## src/rtl/shift_div_pkg.sv

```systemverilog
// Shared definitions for the handshaked shift divider.
//   state_t    : controller states, IDLE -> PREP -> CALC -> FIX -> DONE
//   iter_count : number of CALC cycles for a given width / bits-per-cycle
//   cnt_width  : width of the down-counter that can hold iter_count
// Divide-by-zero result rule: the quotient saturates to all ones and the
// remainder returns the original (unmodified) dividend.
package shift_div_pkg;

    typedef enum logic [2:0] {
        ST_IDLE,
        ST_PREP,
        ST_CALC,
        ST_FIX,
        ST_DONE
    } state_t;

    function automatic int iter_count(input int bits, input int bpc);
        return bits / bpc;
    endfunction

    function automatic int cnt_width(input int bits, input int bpc);
        return $clog2(bits / bpc + 1);
    endfunction

endpackage

```

## src/rtl/shift_div_hs_div_step.sv

```systemverilog
// div_step: BPC chained restoring-division steps, purely combinational.
//   rem      : current partial remainder (always below the divisor)
//   divisor  : divisor magnitude
//   dvd_bits : next BPC dividend bits, MSB first
//   rem_next : partial remainder after BPC steps
//   q_bits   : the BPC quotient bits resolved by these steps
module div_step #(
    parameter int BITS = 48,
    parameter int BPC  = 1
) (
    input  logic [BITS-1:0] rem,
    input  logic [BITS-1:0] divisor,
    input  logic [BPC-1:0]  dvd_bits,
    output logic [BITS-1:0] rem_next,
    output logic [BPC-1:0]  q_bits
);

    // One bit wider than the operands: shifting in a dividend bit can
    // momentarily exceed BITS bits before the trial subtraction.
    logic [BITS:0]   trial;
    logic [BITS-1:0] work;

    always_comb begin
        // NOTE: every variable gets a default before the loop so no path
        // leaves one unassigned, which would otherwise infer a latch.
        work   = rem;
        trial  = '0;
        q_bits = '0;
        // NOTE: blocking assignments here on purpose -- each step must see
        // the remainder produced by the step before it in the same cycle.
        for (int i = BPC - 1; i >= 0; i--) begin
            trial = {work, dvd_bits[i]};
            if (trial >= {1'b0, divisor}) begin
                trial     = trial - {1'b0, divisor};
                q_bits[i] = 1'b1;
            end
            work = trial[BITS-1:0];
        end
        rem_next = work;
    end

endmodule

```

## src/rtl/shift_div_hs.sv

```systemverilog
// shift_div_hs: iterative restoring divider with valid/ready handshakes.
// One operation in flight; the result is held on out_* until consumed and
// stays on the outputs afterwards until the next result is written.
//   clk, rst          : clock, synchronous active-high reset
//   in_valid/in_ready : operand handshake (ready only while IDLE)
//   in_signed         : 1 = two's-complement divide, 0 = unsigned
//   in_a, in_b, in_tag: dividend, divisor, opaque tag
//   out_valid/out_ready: result handshake (valid while DONE)
//   out_q, out_r, out_tag: quotient, remainder, tag of the operation
//   out_div0, out_ovf : divisor was zero / signed MIN / -1
module shift_div_hs
    import shift_div_pkg::*;
#(
    parameter int BITS  = 48,
    parameter int BPC   = 1,
    parameter int TAG_W = 4
) (
    input  logic             clk,
    input  logic             rst,
    input  logic             in_valid,
    output logic             in_ready,
    input  logic             in_signed,
    input  logic [BITS-1:0]  in_a,
    input  logic [BITS-1:0]  in_b,
    input  logic [TAG_W-1:0] in_tag,
    output logic             out_valid,
    input  logic             out_ready,
    output logic [BITS-1:0]  out_q,
    output logic [BITS-1:0]  out_r,
    output logic [TAG_W-1:0] out_tag,
    output logic             out_div0,
    output logic             out_ovf
);

    localparam int ITER = iter_count(BITS, BPC);
    localparam int CW   = cnt_width(BITS, BPC);
    localparam logic [BITS-1:0] MIN_VAL = {1'b1, {(BITS - 1){1'b0}}};

    if ((BITS % BPC) != 0 || !(BPC == 1 || BPC == 2 || BPC == 4)) begin : g_bad_params
        $error("shift_div_hs: BITS must be a multiple of BPC, and BPC one of 1, 2, 4");
    end

    state_t           state;
    logic [CW-1:0]    cnt;
    logic [BITS-1:0]  a_raw, b_raw;   // operands as received
    logic [BITS-1:0]  dvd;            // dividend magnitude, becomes quotient
    logic [BITS-1:0]  dvs;            // divisor magnitude
    logic [BITS-1:0]  rem;            // partial remainder
    logic             op_signed, sign_q, sign_r, div0, ovf;
    logic [TAG_W-1:0] tag;

    logic [BITS-1:0]  rem_next;
    logic [BPC-1:0]   q_bits;
    logic [BITS-1:0]  q_fix, r_fix;
    logic             a_neg, b_neg;

    assign in_ready = (state == ST_IDLE) && !rst;
    assign a_neg    = op_signed & a_raw[BITS-1];
    assign b_neg    = op_signed & b_raw[BITS-1];

    div_step #(
        .BITS (BITS),
        .BPC  (BPC)
    ) u_step (
        .rem      (rem),
        .divisor  (dvs),
        .dvd_bits (dvd[BITS-1 -: BPC]),
        .rem_next (rem_next),
        .q_bits   (q_bits)
    );

    // Sign correction gives truncation toward zero with the remainder
    // following the dividend; div0 and overflow override the raw result.
    always_comb begin
        q_fix = sign_q ? -dvd : dvd;
        r_fix = sign_r ? -rem : rem;
        if (ovf) begin
            q_fix = MIN_VAL;
            r_fix = '0;
        end
        if (div0) begin
            q_fix = '1;
            r_fix = a_raw;
        end
    end

    // Controller and result registers.
    // NOTE: sequential state uses non-blocking assignments so every register
    // samples pre-edge values regardless of statement order.
    always_ff @(posedge clk) begin
        if (rst) begin
            state     <= ST_IDLE;
            cnt       <= '0;
            out_valid <= 1'b0;
            out_q     <= '0;
            out_r     <= '0;
            out_tag   <= '0;
            out_div0  <= 1'b0;
            out_ovf   <= 1'b0;
        end else begin
            case (state)
                ST_IDLE: begin
                    if (in_valid) state <= ST_PREP;
                end
                ST_PREP: begin
                    cnt   <= CW'(ITER);
                    state <= ST_CALC;
                end
                ST_CALC: begin
                    cnt <= cnt - 1'b1;
                    if (cnt == CW'(1)) state <= ST_FIX;
                end
                ST_FIX: begin
                    out_q     <= q_fix;
                    out_r     <= r_fix;
                    out_tag   <= tag;
                    out_div0  <= div0;
                    out_ovf   <= ovf;
                    out_valid <= 1'b1;
                    state     <= ST_DONE;
                end
                ST_DONE: begin
                    if (out_ready) begin
                        out_valid <= 1'b0;
                        state     <= ST_IDLE;
                    end
                end
                default: state <= ST_IDLE;
            endcase
        end
    end

    // Operand datapath.
    // NOTE: no reset here -- every register is written before it is read in
    // each operation, so clearing it would only cost reset routing.
    always_ff @(posedge clk) begin
        case (state)
            ST_IDLE: begin
                if (in_valid && in_ready) begin
                    a_raw     <= in_a;
                    b_raw     <= in_b;
                    op_signed <= in_signed;
                    tag       <= in_tag;
                end
            end
            ST_PREP: begin
                dvd    <= a_neg ? -a_raw : a_raw;
                dvs    <= b_neg ? -b_raw : b_raw;
                sign_q <= a_neg ^ b_neg;
                sign_r <= a_neg;
                div0   <= (b_raw == '0);
                ovf    <= op_signed && (a_raw == MIN_VAL) && (b_raw == '1);
                rem    <= '0;
            end
            ST_CALC: begin
                rem <= rem_next;
                dvd <= (dvd << BPC) | BITS'(q_bits);
            end
            default: ;
        endcase
    end

endmodule

```

## config.mk

```make
export PLATFORM = sky130hd
export DESIGN_NAME = shift_div_hs
export DESIGN_NICKNAME = d
export VERILOG_FILES = /design/src/rtl/shift_div_pkg.sv /design/src/rtl/shift_div_hs_div_step.sv /design/src/rtl/shift_div_hs.sv
export SDC_FILE = /design/constraint.sdc
export NUM_CORES = 1
export LEC_CHECK = 0
export CORE_MARGIN = 2
export CORE_UTILIZATION = 63
export CTS_CLUSTER_DIAMETER = 30
export DETAILED_ROUTE_END_ITERATION = 12
export PLACE_DENSITY = 0.87
export SYNTH_ARGS = -nofsm -noshare
export SYNTH_HDL_FRONTEND = slang
export SYNTH_HIERARCHICAL = 1
export SYNTH_SLANG_ARGS = --single-unit
```

## constraint.sdc

```tcl
create_clock -name clk -period 13.37 [get_ports clk]
set_input_delay 3.3425 -clock clk [delete_from_list [all_inputs] [get_ports clk]]
set_output_delay 3.3425 -clock clk [all_outputs]
set_load 0.1 [all_outputs]
```

# Word-level counts from Yosys, hierarchy flattened
# Index checks and enable logic that the tools add are counted.
[op_classes]
n_addsub = 6
n_lt_le_gt_ge = 1
n_eq_ne = 10
mux = 19
n_bitwise = 4
reduce_logical = 12
[op_table]
columns = ["cell", "n"]
rows = [
  ["2-to-1 mux 48 bit", 9],
  ["negator 48 bit", 4],
  ["case mux 48 bit (2 select lines)", 2],
  ["== test 48 bit (second input constant)", 2],
  ["greater-or-equal comparator 49 x 48 -> 1 bit", 1],
  ["zero test 48 bit", 1],
  ["OR 48 x 1 -> 48 bit", 1],
  ["subtractor 48 bit", 1],
  ["case mux 3 bit (5 select lines)", 1],
  ["case mux 6 bit (2 select lines)", 1],
  ["2-to-1 mux 3 bit", 3],
  ["== test 3 x 2 -> 1 bit (second input constant)", 2],
  ["== test 6 x 1 -> 1 bit (second input constant)", 1],
  ["inequality test 2 bit (second input constant)", 3],
  ["subtractor 6 x 1 -> 6 bit (second input constant)", 1],
  ["logical AND 1 bit", 4],
  ["AND reduction 2 bit", 2],
  ["nonzero test 2 bit", 2],
  ["== test 3 x 1 -> 1 bit (second input constant)", 1],
  ["== test 3 bit (second input constant)", 1],
  ["zero test 3 bit", 1],
  ["AND reduction 3 bit", 1],
  ["bitwise AND 1 bit", 2],
  ["2-to-1 mux 1 bit", 2],
  ["3 further kinds", 3],
]
[word_totals]
regBits = 361
in_bits = 105

# Longest topological paths before layout
# Gate-level depths: netlist of the first run.
[logic_depth]
depth_word = 4
mapped_depth = 16
ltp_nobuf = 13

# Hierarchy
# The synthesis of the first run kept the hierarchy.
[modules_own_cells]
columns = ["mod", "instances", "cells_per_inst", "area_each_um2", "seq_area_each_um2"]
rows = [
  ["shift_div_hs", 1, 1585, 17053.9, 9719.3],
  ["div_step", 1, 592, 3754.9, 0.0],
]

# Least setup slack after synthesis of the first run
# No wires, ideal clock.
[synth_timing]
path_kind = "input-to-reg"
from = "in rst"
to = "reg a_raw[0] (enable)"
setup_ns = 0.561
t_arrival_ns = 8.067
required_time_ns = 12.809
setup_slack_ns = 4.742
cell_stages = 3
n_path_buf = 1
cell_sequence = "clkbuf_1 > or3_1 > nor2_1"
[synth_between]
elab_chain_len = 4
[synth_lines]
columns = ["item", "line_no", "rtl"]
rows = [
  ["start, declared", "shift_div_hs.sv:19", "input logic rst,"],
  ["zero test 1 bit", "shift_div_hs.sv:57", "assign in_ready = (state == ST_IDLE) && !rst;"],
  ["logical AND 1 bit", "shift_div_hs.sv:57", ""],
  ["logical AND 1 bit", "shift_div_hs.sv:139", "if (in_valid && in_ready) begin"],
  ["AND reduction 2 bit (no line)", "n/a", ""],
  ["end signal, assigned", "shift_div_hs.sv:140", "a_raw <= in_a;"],
  ["end, declared", "shift_div_hs.sv:45", "logic [BITS-1:0] a_raw, b_raw;"],
]
# Every way passes these cells.
# A chain may end at the register's enable or synchronous reset.

# Final worst setup path of the first run
[layout_timing]
from = "in rst"
to = "out in_ready"
[layout_between]
elab_chain_len = 2
[layout_lines]
columns = ["item", "line_no", "rtl"]
rows = [
  ["zero test 1 bit", "shift_div_hs.sv:57", ""],
  ["logical AND 1 bit", "shift_div_hs.sv:57", ""],
  ["end, declared", "shift_div_hs.sv:21", "output logic in_ready,"],
]
# Every way passes these cells.

==> results.tsv, run 1 <==
metric	value	unit
outcome	completed	
clock tree root driver cell	sky130_fd_sc_hd__clkbuf_16	
Period minus WS final	8.623	ns
setup clock skew after layout	0.03591	ns
Resized cells post-CTS	0	
share of synthesized area occupied by flip-flops and latches	46.71	%
Synth-to-Final Area Change	22.39	%
Int Power	2.736	mW
remaining antenna violation count after routing	0	
Sinks on Clock Net	361	
mean number of vias per cell	6.304	
data required time at the worst endpoint	10.03	ns
net switching power figure	1.134	mW
starting DRC count in detailed routing	1801	
Horiz. Die Dim	185.7	um
grt peak-use layer	met2	
switch share	29.30	%
warning count from the yosys run	6	
clock transition at the registers of the reported paths	0.05	ns
HPWL after detailed placement	40.75	mm
Max Cap Viol	0	
number of nets in the finished design	2512	
register bit count reported by yosys	361	
Clk pwr share	45.6	%
sum of negative setup slack	0	ns
Post-Syn Area	20810	um^2
Num CTS Buffers	71	
via count of the first global-routing pass	17248	
final RePlAce weighted congestion	0.9363	
critical path start-end classification	input pin to output port	
Tightest Pin Transition	1.097	ns
number of buffers inserted by post-CTS setup repair	0	
critical path launch point type	input pin	
initial core utilization	63.96	%
first-pass GRT wire length	91.61	mm
die height	185.7	um
maximum number of pins on one net before global-route repair	87	
average wire per cell in the routed design	20.50	um
kind of end point of the critical path	output port	
worst slew margin relative to its limit	26.66	%
clock tree from TritonCTS	done	
most frequent cell after synthesis	sky130_fd_sc_hd__edfxtp_1	
ports placed on the boundary	209	
Crit Path Max Fanout	29	
ratio of final minimum period to clock period	64.49	%
share of the synthesized area in the top cell type	35.93	%
FFs w/ async S/R, synth	0	%
Total Die Area	34500	um^2
DRC violations left	0	
aggregate global-route resource usage	33.87	%
fraction of power consumed by sequential logic	36.3	%
class of the tightest hold or removal check	register to register	
Max Transition Viols Final	0	
worst hold margin	0.4559	ns
predominant post-synthesis flop cell	sky130_fd_sc_hd__edfxtp_1	
DR pass1 iterations	6	
slack of the worst reg-to-reg path	8.94	ns
number of instances in the synthesized netlist	2177	
P_leak	9.443	nW
Logic pwr share	18.1	%
final setup violating endpoints	0	
number of failing hold endpoints at the final stage	0	
number of distinct library cells after synthesis	86	
Post-Synthesis Net Count	2338	
IR drop worst, VDD	128.7	uV
met2 Use GR	56.76	%
fraction of met3 tracks used by global routing	5.654	%
RSZ-0062 raised after global routing	no	
placeable core region	32540	um^2
latest clock arrival within the worst-skew pair	0.59	ns
number of vias after detailed routing	17974	
final wirelength	58.44	mm
number of enable-type register cells in the synthesized netlist	249	
crit path DAT	5.28	ns
largest cells by area after synthesis	sky130_fd_sc_hd__edfxtp_1 (36%), sky130_fd_sc_hd__dfxtp_1 (11%), sky130_fd_sc_hd__a21oi_1 (5.5%)	
number of levels the H-tree was split into	3	
GR Overflow Total	0	
met1 routing resource usage after global routing	42.50	%
ranking of synthesized cells by instance count	sky130_fd_sc_hd__edfxtp_1 (249), sky130_fd_sc_hd__a21oi_1 (230), sky130_fd_sc_hd__nor2_1 (181)	
biggest area consumer among synthesized cells	sky130_fd_sc_hd__edfxtp_1	
highest attainable clock frequency	0.1160	GHz
proportion of layout cells with a drive suffix above 1	8.427	%
initial antenna violation count	0	
Port Buffer Count	208	
clock buffer depth	3	
power density of the placed cells	152.0	nW/um^2
number of buffers inserted by hold repair at cts	0	
average cell area after synthesis	9.558	um^2
number of core rows	66	
number of diodes added for antenna fixing	0	
[cell type report]
| cell class | count | area, um^2 |
|---|---|---|
| Multi-Input combinational cell | 1604 | 10240 |
| Sequential cell | 361 | 9719 |
| Timing Repair Buffer | 226 | 2215 |
| Fill cell | 2060 | 7069 |
| Clock buffer | 88 | 1956 |
| Inverter | 87 | 330.3 |
| Clock inverter | 43 | 456.7 |
| Tap cell | 442 | 553.0 |
[sequential cells by signal, summed over array words and instances (netlist names)]
register / cells
div0: 1
out_ovf: 1
sign_q: 1
rem: 48
out_tag: 4
ovf: 1
dvd: 48
out_r: 48
state: 3
out_div0: 1
b_raw: 48
op_signed: 1
out_q: 48
cnt: 6
dvs: 48
out_valid: 1
a_raw: 48
sign_r: 1
tag: 4
[stage by stage]
step	utilization, %	cell area [um^2]	power [mW]	worst slack (ns)	cells
CTS	78.27	25470	3.872	4.746	2851
finish	78.27	25470	3.870	4.747	2851
global route	78.27	25470	4.012	4.682	2851
detailed placement	70.86	23050	2.099	4.757	2720
global placement	70.86	23050	2.079	4.759	2720
floorplan	-	20810	1.925	4.742	2177
[cells by family after synthesis]
kind of cell / after synthesis / share of synthesized area (%)
DFF: 361 / 46.71
xor gates and xnor gates: 216 / 9.091
and+or+nand+nor: 720 / 18.03
muxes: 11 / 0.6795
buffers and inverters: 212 / 4.233
AOI/OAI and AO/OA: 601 / 17.86
adders and majority gates: 56 / 3.403
[routing by layer]
| metal | vias to the layer above | wire length, um | part of all wire (%) |
|---|---|---|---|
| li1 | 8391 | - | - |
| met1 | 8456 | 22780 | 39 |
| met2 | 958 | 28340 | 48 |
| met3 | 169 | 4726 | 8.1 |
| met4 | 0 | 2593 | 4.4 |
| met5 | - | 0 | 0 |
[final timing paths]
path / depth (start not counted) / end / startpoint
setup / recovery: 4 / in_ready / rst
hold reg to reg: 2 / out_tag[1] / out_tag[1]
setup reg to reg: 11 / rem[4] / rem[43]
hold / removal: 2 / out_tag[1] / out_tag[1]
[worst max-delay path: stages]
cell	delay, ns
sky130_fd_sc_hd__buf_4	0.21
sky130_fd_sc_hd__or3_1	0.42
sky130_fd_sc_hd__nor2_1	0.14
sky130_fd_sc_hd__clkdlybuf4s50_1	1.15
[power by group through the flow]
stage	logic, mW	clock network (mW)	registers [mW]
after global placement	0.666	0	1.41
after floorplan	0.481	0	1.44
after CTS	0.691	1.78	1.40
final	0.700	1.77	1.40
after global routing	0.761	1.84	1.41
after detailed placement	0.680	0	1.42
[cells in the final DEF (no fill, tap or decap), types with 6 or more instances in the layout]
cell / count
sky130_fd_sc_hd__dfxtp_1: 112
sky130_fd_sc_hd__or4_1: 12
sky130_fd_sc_hd__o22ai_1: 60
sky130_fd_sc_hd__or2_2: 11
sky130_fd_sc_hd__inv_1: 84
sky130_fd_sc_hd__nand2b_1: 17
sky130_fd_sc_hd__nor3_1: 73
sky130_fd_sc_hd__bufinv_16: 6
sky130_fd_sc_hd__clkbuf_16: 75
sky130_fd_sc_hd__o41ai_1: 14
sky130_fd_sc_hd__and3_1: 95
sky130_fd_sc_hd__ha_1: 55
sky130_fd_sc_hd__nand4_1: 37
sky130_fd_sc_hd__nand3_1: 36
sky130_fd_sc_hd__nand3b_1: 6
sky130_fd_sc_hd__a211oi_1: 7
sky130_fd_sc_hd__a31oi_1: 29
sky130_fd_sc_hd__nor4_1: 27
sky130_fd_sc_hd__clkinv_4: 7
sky130_fd_sc_hd__o31ai_1: 44
sky130_fd_sc_hd__clkdlybuf4s50_1: 207
sky130_fd_sc_hd__a21oi_1: 230
sky130_fd_sc_hd__o21a_1: 9
sky130_fd_sc_hd__o21bai_1: 14
sky130_fd_sc_hd__nand2_1: 151
sky130_fd_sc_hd__clkinv_1: 9
sky130_fd_sc_hd__clkbuf_1: 10
sky130_fd_sc_hd__nor2b_1: 6
sky130_fd_sc_hd__mux2_4: 6
sky130_fd_sc_hd__edfxtp_1: 249
sky130_fd_sc_hd__o41ai_2: 9
sky130_fd_sc_hd__buf_4: 19
sky130_fd_sc_hd__nor2_1: 178
sky130_fd_sc_hd__inv_6: 13
sky130_fd_sc_hd__a21o_1: 21
sky130_fd_sc_hd__and2_1: 7
sky130_fd_sc_hd__or3_1: 22
sky130_fd_sc_hd__xor2_1: 118
sky130_fd_sc_hd__xnor2_1: 98
sky130_fd_sc_hd__o21ai_0: 118
Power figures use the tool's default switching activity.
==> run 2, diff against run 1 <==
--- a/config.mk
+++ b/config.mk
@@ -6,10 +6,10 @@
 export NUM_CORES = 1
 export LEC_CHECK = 0
 export CORE_MARGIN = 2
-export CORE_UTILIZATION = 63
+export CORE_UTILIZATION = 58
 export CTS_CLUSTER_DIAMETER = 30
 export DETAILED_ROUTE_END_ITERATION = 12
-export PLACE_DENSITY = 0.87
+export PLACE_DENSITY = 0.81
 export SYNTH_ARGS = -nofsm -noshare
 export SYNTH_HDL_FRONTEND = slang
 export SYNTH_HIERARCHICAL = 1
==> constraint.sdc (replaced) <==
create_clock -name clk -period 8.9 [get_ports clk]
set_input_delay 2.225 -clock clk [delete_from_list [all_inputs] [get_ports clk]]
set_output_delay 2.225 -clock clk [all_outputs]
set_load 0.1 [all_outputs]
==> results.tsv, run 2 (synthesized netlist as in run 1, its figures left out) <==
metric	value	unit
outcome	completed	
Total Die Area	37410	um^2
number of buffers inserted by hold repair at cts	0	
clock transition at the registers of the reported paths	0.05	ns
hold path startpoint	out_tag[1]	
Tightest Pin Transition	1.160	ns
P_leak	9.580	nW
number of vias after detailed routing	17618	
placeable core region	35480	um^2
latest clock arrival within the worst-skew pair	0.61	ns
number of nets in the finished design	2520	
number of core rows	69	
class of the tightest hold or removal check	register to register	
clock buffer depth	3	
Horiz. Die Dim	193.4	um
power density of the placed cells	235.8	nW/um^2
number of buffers inserted by post-CTS setup repair	0	
average wire per cell in the routed design	19.53	um
initial core utilization	58.64	%
highest attainable clock frequency	0.1572	GHz
Reg area	9719	um^2
setup clock skew after layout	0.03696	ns
minimum setup slack in the final design	2.537	ns
startpoint of the lowest-slack register-to-register path	rem[43]	
mean number of vias per cell	6.103	
Period minus WS final	6.363	ns
Crit Path Max Fanout	22	
DRC violations left	0	
most used cells in the layout excluding fill and tap cells	sky130_fd_sc_hd__edfxtp_1 (249), sky130_fd_sc_hd__a21oi_1 (230), sky130_fd_sc_hd__clkdlybuf4s50_1 (207)	
clock tree from TritonCTS	done	
HPWL after detailed placement	39.90	mm
final wirelength	56.39	mm
data required time at the worst endpoint	6.68	ns
number of failing hold endpoints at the final stage	0	
Port Buffer Count	208	
final std cells w/o fill	2887	
worst slew margin relative to its limit	22.66	%
ratio of final minimum period to clock period	71.49	%
Worst setup startpoint	rst	
commonest non-fill, non-tap cell in the layout	sky130_fd_sc_hd__edfxtp_1	
ports placed on the boundary	209	
final setup violating endpoints	0	
final RePlAce weighted congestion	0.9396	
placed cell count	2738	
first-pass GRT wire length	90.17	mm
Num CTS Buffers	80	
proportion of layout cells with a drive suffix above 1	8.904	%
IR drop worst, VDD	175.6	uV
critical path start-end classification	input pin to output port	
Resized cells post-CTS	0	
crit path DAT	4.14	ns
via count of the first global-routing pass	17014	
critical path launch point type	input pin	
aggregate global-route resource usage	29.69	%
RSZ-0062 raised after global routing	no	
sum of negative setup slack	0	ns
die height	193.4	um
clock tree root driver cell	sky130_fd_sc_hd__clkbuf_16	
minimum setup slack after placement	2.541	ns
Max Cap Viol	0	
Synth-to-Final Area Change	24.05	%
initial antenna violation count	0	
GR Overflow Total	0	
maximum number of pins on one net before global-route repair	89	
starting DRC count in detailed routing	1469	
number of levels the H-tree was split into	3	
Max Transition Viols Final	0	
kind of end point of the critical path	output port	
Sinks on Clock Net	361	
DR pass1 iterations	5	
# fillers	2521	
worst hold margin	0.4545	ns
post-layout power	6.086	mW
remaining antenna violation count after routing	0	
number of diodes added for antenna fixing	0	
footprint of the multi-input gates	10230	um^2
run 2: cell types whose count changed in the layout (fill, tap and decap cells not counted), moves of 3 or more:
cell / previous run / this run
sky130_fd_sc_hd__clkbuf_1: 10 / 15
sky130_fd_sc_hd__inv_8: 3 / 0
sky130_fd_sc_hd__clkinv_2: 4 / 10
sky130_fd_sc_hd__inv_6: 13 / 3
sky130_fd_sc_hd__clkbuf_16: 75 / 84
sky130_fd_sc_hd__clkinvlp_4: 3 / 7
run 2: metrics by stage:
stage | instance area (um^2) | util, %
floorplan | 20810 | -
global placement | 23070 | 65.01
detailed placement | 23070 | 65.01
CTS | 25810 | 72.75
global route | 25810 | 72.75
finish | 25810 | 72.75
run 2: worst max-delay path, stage by stage:
cell,delay (ns)
sky130_fd_sc_hd__buf_4,0.19
sky130_fd_sc_hd__or3_1,0.41
sky130_fd_sc_hd__nor2_1,0.15
sky130_fd_sc_hd__clkdlybuf4s50_1,1.15
run 2: metal layers:
layer | part of all wire, % | vias up | wire (um) | global-route usage [%]
met5 | 0 | - | 0 | 0
met4 | 3.4 | 0 | 1911 | 12.41
met3 | 7.0 | 134 | 3921 | 5.579
met2 | 49 | 736 | 27380 | 50.40
met1 | 41 | 8332 | 23180 | 37.29
li1 | - | 8416 | - | -
run 2: layout make-up:
| class | instances | share of cell area, % |
|---|---|---|
| clock inverter | 48 | 2.176 |
| multi-input combinational | 1604 | 39.64 |
| timing repair buffer | 225 | 8.550 |
| tap | 461 | 2.235 |
| clock buffer | 101 | 8.468 |
| inverter | 87 | 1.280 |
| sequential | 361 | 37.65 |
run 2: where the power goes:
| group | switching [mW] | leakage, nW | total, mW | internal, mW |
|---|---|---|---|---|
| clock | 0.976 | 1.32 | 2.94 | 1.96 |
| sequential | 0.149 | 3.24 | 2.11 | 1.96 |
| combinational | 0.642 | 5.03 | 1.04 | 0.398 |
run 2: path summary, 6_finish.rpt:
path                                    to  slack, ns  cells past startpoint
worst max register to register      rem[4]       4.60                     11
worst max-delay path              in_ready       2.54                      4
worst min register to register  out_tag[1]       0.45                      2
worst min-delay path            out_tag[1]       0.45                      2
